### src/rtl/mem_access_unit_pkg.sv
// Shared types for the data-memory initiator.
// State encoding, counter width and effective-address helper.
package mem_access_unit_pkg;

  localparam int CNT_W = 4;

  typedef enum logic [1:0] {
    S_IDLE   = 2'd0,
    S_ACCESS = 2'd1,
    S_DONE   = 2'd2
  } state_t;

  function automatic logic [7:0] calc_ea(
    input logic [7:0] b,
    input logic [7:0] o
  );
    return b + o;
  endfunction

endpackage

### src/rtl/mem_access_unit.sv
// Load/store initiator for the memorydata port.
// Holds Rm/Wm for ACC_CYCLES cycles, then pulses done.
module mem_access_unit
  import mem_access_unit_pkg::*;
#(
  parameter int ACC_CYCLES = 1,
  parameter int MEM_DEPTH  = 256
) (
  input  logic       clk,
  input  logic       rst,
  input  logic       start,
  input  logic       is_store,
  input  logic [7:0] base,
  input  logic [7:0] offset,
  input  logic [7:0] store_data,
  input  logic [7:0] Data_out,
  output logic       Rm,
  output logic       Wm,
  output logic [7:0] address,
  output logic [7:0] RegVal,
  output logic [7:0] load_data,
  output logic       busy,
  output logic       done,
  output logic       err
);

  localparam logic [8:0] DEPTH = 9'(MEM_DEPTH);
  localparam logic [CNT_W-1:0] CNT_INIT =
    CNT_W'(ACC_CYCLES - 1);

  state_t           state, n_state;
  logic [CNT_W-1:0] cnt, n_cnt;
  logic             n_rm, n_wm, n_busy;
  logic             n_done, n_err;
  logic [7:0]       n_addr, n_rv, n_ld;
  logic [7:0]       ea;
  logic             in_range;

  assign ea       = calc_ea(base, offset);
  assign in_range = {1'b0, ea} < DEPTH;

  always_ff @(posedge clk or posedge rst) begin
    if (rst) begin
      state     <= S_IDLE;
      cnt       <= '0;
      Rm        <= 1'b0;
      Wm        <= 1'b0;
      address   <= '0;
      RegVal    <= '0;
      load_data <= '0;
      busy      <= 1'b0;
      done      <= 1'b0;
      err       <= 1'b0;
    end else begin
      state     <= n_state;
      cnt       <= n_cnt;
      Rm        <= n_rm;
      Wm        <= n_wm;
      address   <= n_addr;
      RegVal    <= n_rv;
      load_data <= n_ld;
      busy      <= n_busy;
      done      <= n_done;
      err       <= n_err;
    end
  end

  always_comb begin
    n_state = state;
    n_cnt   = cnt;
    n_rm    = Rm;
    n_wm    = Wm;
    n_addr  = address;
    n_rv    = RegVal;
    n_ld    = load_data;
    n_busy  = busy;
    n_done  = 1'b0;
    n_err   = 1'b0;
    unique case (state)
      S_IDLE: begin
        if (start) begin
          n_busy = 1'b1;
          if (in_range) begin
            n_addr  = ea;
            n_wm    = is_store;
            n_rm    = ~is_store;
            n_cnt   = CNT_INIT;
            n_state = S_ACCESS;
            if (is_store) n_rv = store_data;
          end else begin
            // Out-of-range: skip the bus entirely
            n_done  = 1'b1;
            n_err   = 1'b1;
            n_state = S_DONE;
          end
        end
      end
      S_ACCESS: begin
        if (cnt != '0) begin
          n_cnt = cnt - 1'b1;
        end else begin
          if (Rm) n_ld = Data_out;
          n_rm    = 1'b0;
          n_wm    = 1'b0;
          n_done  = 1'b1;
          n_state = S_DONE;
        end
      end
      S_DONE: begin
        n_rm    = 1'b0;
        n_wm    = 1'b0;
        n_busy  = 1'b0;
        n_state = S_IDLE;
      end
      default: begin
        n_rm    = 1'b0;
        n_wm    = 1'b0;
        n_busy  = 1'b0;
        n_state = S_IDLE;
      end
    endcase
  end

endmodule

### config.mk
export PLATFORM = sky130hd
export DESIGN_NAME = mem_access_unit
export DESIGN_NICKNAME = d
export VERILOG_FILES = /design/src/rtl/mem_access_unit_pkg.sv /design/src/rtl/mem_access_unit.sv
export SDC_FILE = /design/constraint.sdc
export NUM_CORES = 1
export LEC_CHECK = 0
export ABC_CLOCK_PERIOD_IN_PS = 1700
export CAP_MARGIN = 5
export CORE_MARGIN = 4
export CORE_UTILIZATION = 39
export DETAILED_ROUTE_END_ITERATION = 7
export MAX_ROUTING_LAYER = met4
export PLACE_DENSITY = 0.75
export REMOVE_ABC_BUFFERS = 1
export SLEW_MARGIN = 5
export SYNTH_ARGS = -nofsm -noshare
export SYNTH_HDL_FRONTEND = slang
export SYNTH_SLANG_ARGS = --single-unit
### constraint.sdc
create_clock -name clk -period 1.7 [get_ports clk]
set_clock_uncertainty 0.05 [all_clocks]
set_input_delay 0.255 -clock clk [delete_from_list [all_inputs] [get_ports clk]]
set_output_delay 0.255 -clock clk [all_outputs]
set_load 0.03 [all_outputs]
# [Yosys cells after proc, flatten, opt, wreduce, memory -nomap -nowiden]
# Index checks and enable logic that the tools add are counted.
# W data, S select, Z words.
[totals] mem_count=0 ramBits=0 word_cells=42 latchBits=0 inputBits=36 register_bits=34 mem_bits_ro=0 out_inout_bits=29
[op_classes] n_mux=15 shift=0 n_mul=0 reduce_logical=9 bitwise=3 n_eq_ne=4 n_lt_le_gt_ge=0 div_mod_pow=0 add_sub_neg=2
[op_table] cell="$reduce_and A3 Y1" n=3
[op_table] cell="$add A8 B8 Y8" n=1
[op_table] cell="$mux W4" n=2
[op_table] cell="$pmux W4 S2" n=1
[op_table] cell="$mux W1" n=6
[op_table] cell="$ne A2 B2 Y1 const B" n=3
[op_table] cell="$pmux W1 S2" n=3
[op_table] cell="$reduce_and A2 Y1" n=3
[op_table] cell="$mux W2" n=2
[op_table] cell="$pmux W2 S2" n=1
[op_table] cell="$reduce_bool A4 Y1" n=1
[op_table] cell="$sub A4 B1 Y4 const B" n=1
[op_table] cell="$not A1 Y1" n=3
[op_table] cell="$eq A2 B1 Y1 const B" n=1
[op_table] cell="$logic_not A2 Y1" n=1
[op_table] cell="$reduce_bool A2 Y1" n=1

# [Depth between registers and ports, before layout]
[logic_depth] word_depth=3 depth_mapped=7

# [Least setup slack after synthesis]
# Ideal clock, no wire load.
[synth_path] path_type="reg-to-reg" startpoint="reg cnt[0]" endpoint="reg load_data[0]" stages_incl_launch_ff=8 arrival_ns=1.581 setup_slack_ns=-0.056 synth_period_minus_slack_ns=1.756 cell_sequence="dfrtp_1 > inv_1 > ha_1 > or3b_1 > buf_2 > nor2_4 > nand2_2 > mux2_2"
[synth_via] elab_chain_cells=3
[synth_rtl] item="start: declaration" line="mem_access_unit.sv:32" rtl="logic [CNT_W-1:0] cnt, n_cnt;"
[synth_rtl] item="start signal: assignment" line="mem_access_unit.sv:56" rtl="cnt <= n_cnt;"
[synth_rtl] item="$reduce_bool A4 Y1" line="mem_access_unit.sv:99" rtl="if (cnt != '0) begin"
[synth_rtl] item="$not A1 Y1 (no source line)"
[synth_rtl] item="$reduce_and A3 Y1 (no source line)"
[synth_rtl] item="end signal: assignment" line="mem_access_unit.sv:61" rtl="load_data <= n_ld;"
[synth_rtl] item="end: declaration" line="mem_access_unit.sv:21" rtl="output logic [7:0] load_data,"
# Every way passes these cells.
# A chain may end at the register's enable or synchronous reset.

# [Final worst setup path]
# Same ends and word-level chain as after synthesis.

==> qor.yml <==
syn_area_um2: 1700
layout_setup_ws_ns: -0.0189
final_cell_mix: "55 x clkdlybuf4s50_1, 34 x dfrtp_1, 30 x buf_4, 17 x mux2_2, 11 x nand2_1"
hold_violations: 0
grt_pass1_vias: 1528
vias: 1475
hpwl_um: 3010
die_w_um: 74.1
end_kind: "flip-flop"
p_int_mw: 2.96
antenna_found_initial: 0
yosysUniqueCellTypes: 36
crit_buf_inv: 1
synth_fa_ha_area_frac: 0.0705
worstReg2RegEnd: "load_data[0]$_DFFE_PP0P_"
cp_slowest_stage_delay_ns: 0.42
port_buffers: 63
seqPwrFrac: 0.293
drv_slew: 0
numClockSinks: 34
ant_nets: 0
stdcell_count: 301
root_buffer: "clkbuf_8"
vias_per_cell: 4.90
final_area_um2: 2810
setup_viol: 8
status: "finished, violations left"
ios: 65
grt-ovfl-total: 0
htree_levels: 2
core_um2: 4120
dp_cells: 291
reg2reg_slack_ns: -0.02
grt.busiest_layer: "met2"
use_met3: 0.0514
use_met1: 0.179
power_mw: 4.86
clock_power_share: 0.147
grt_max_degree: 35
path_cells: "inv_1 > ha_1 > or3b_4 > nor2_4 > nand2_4 > mux2_2"
cts_tree: "done"
synth.yosys.seq_area_share: 0.500
post-route-util: 0.682
ir_worst_vdd_mv: 0.766
postSynthAreaPerCell_um2: 11.1
required_ns: 1.82
fmax_mhz: 582
synth_edf_count: 0
drive_gt1_frac: 0.291
pre_cts_ws_ns: -0.432
place_congestion: 0.853
max-clock-path-buffers: 2
n_antenna_cell: 0
switchingPower_mw: 1.90
startpoint: "cnt[0]$_DFFE_PP0P_"
criticalPathCategory: "flip-flop to flip-flop"
final_common_cell: "clkdlybuf4s50_1"
cp.arrival_ns: 1.84
startpoint_type: "flip-flop"
p_per_area_nw_per_um2: 1730
synth_mux_area_frac: 0.130
period_share: 1.01
hp-class: "primary input to async pin"
first_iter_violations: 58
drt-total-wl_um: 3980
crit_slowest_cell: "or3b_4"
crit_family: "simple AND/OR/NAND/NOR gates"
synth-compound-area-share: 0.105
p_sw_frac: 0.390
synth_top_family_by_area: "simple AND/OR/NAND/NOR gates"
firstDrtPassIters: 4
cap_violations: 0
min_period_ns: 1.72
grt_util_met2: 0.263
die_area_um2: 5490
p_comb_frac: 0.560
cts_buffers: 5
violations: "setup timing"
routedWlPerCell_um: 13.2
crit_path_max_fanout: 8
leakage_nw: 1.31
synth_simple_gate_area_frac: 0.135
drc: 0
synthArstFlopShare: 1.00
synth_warnings: 0
worstSkewPairLatency_ns: 0.28
rows: 23
rsz0062_at_grt: "true"
dieHeight_um: 74.1
synth-seq-cells: 34
reg2reg_depth: 6
cts.clk_slew.worst_paths_ns: 0.07
synth-main-ff-cell: "dfrtp_1"
grt_usage: 0.155
start_util: 0.414
syn_inst: 153
finalNetCount: 295
r2r-start: "cnt[0]$_DFFE_PP0P_"
grt_first_pass_wirelength_um: 6350
synthXorXnorAreaFrac: 0.0206
synthToLayoutAreaGrowth_pct: 64.7
placed_cell_area_um2: 2610
worst max path at each step:
| stage | endpoint | cells past startpoint |
|---|---|---|
| finish | load_data[0]$_DFFE_PP0P_ | 6 |
| global route | load_data[2]$_DFFE_PP0P_ | 6 |
| CTS | load_data[0]$_DFFE_PP0P_ | 6 |
| detailed placement | address[6]$_DFFE_PP0P_ | 8 |
| global placement | address[6]$_DFFE_PP0P_ | 8 |
| floorplan | RegVal[0]$_DFFE_PP0P_ | 3 |
metal layers:
layer	part of all wire	vias up	wire length (um)
met5	0	-	0
met4	0.013	0	50
met3	0.099	6	395
met2	0.45	63	1780
met1	0.44	675	1760
li1	-	731	-
repair_timing:
| action | CTS | global route |
|---|---|---|
| gates resized for setup | 13 | 13 |
| endpoints found under the setup margin | 11 | 17 |
| pin swaps | 8 | 6 |
| hold buffers | 0 | 0 |
| setup buffers | 2 | 0 |
state kept, by name, indices dropped and copies added, names as in the netlist:
signal / cells
cnt: 4
Wm: 1
address: 8
done: 1
RegVal: 8
Rm: 1
state: 2
load_data: 8
busy: 1
cell families (layout without fill, tap and decap cells):
kind of cell / Yosys count / after routing
simple gates: 43 / 43
xor+xnor: 4 / 4
flops: 34 / 34
buf+inv: 15 / 113
fa+ha+maj: 9 / 9
mux: 20 / 20
compound gates: 27 / 27
other cells: 1 / 1
cell type report:
cell class                      instances  area (um^2)
Multi-Input combinational cell        104          853
Clock buffer                            5         68.8
Clock inverter                          3         40.0
Fill cell                             323         1310
Inverter                               10         37.5
Timing Repair Buffer                   95          892
Sequential cell                        34          851
Tap cell                               50         62.6
through the flow:
stage	hold slack [ns]	TNS (ns)
2_1_floorplan	0.347	-2.05
3_3_place_gp	0.412	-3.98
3_5_place_dp	0.429	-4.26
4_1_cts	0.326	-0.0408
5_1_grt	0.362	-0.649
6_report	0.316	-0.0905
power groups by stage:
stage               Clock [mW]  Combinational (mW)  Sequential (mW)
floorplan                    0               0.763             2.08
global placement             0                2.64             1.41
detailed placement           0                2.68             1.42
CTS                      0.738                2.71             1.42
global route             0.775                2.93             1.46
finish                   0.715                2.72             1.42
worst min-delay path: stages:
cell and delay (ns):
clkdlybuf4s50_1 0.40, inv_1 0.05, buf_4 0.37
cell usage after synthesis, types with 3 or more instances:
library cell / count / area [um^2]
a211oi_1: 4 / 30.0
o31ai_1: 3 / 22.5
o21ai_0: 9 / 45.0
mux2i_1: 3 / 30.0
ha_1: 8 / 100
nor3_1: 3 / 15.0
inv_1: 10 / 37.5
nand2_1: 11 / 41.3
nor3b_1: 3 / 22.5
dfrtp_1: 34 / 851
nor2_1: 6 / 22.5
mux2_2: 17 / 191
nand3_1: 8 / 40.0
xor2_1: 4 / 35.0
Note: power is estimated with default switching activity, not from simulation.
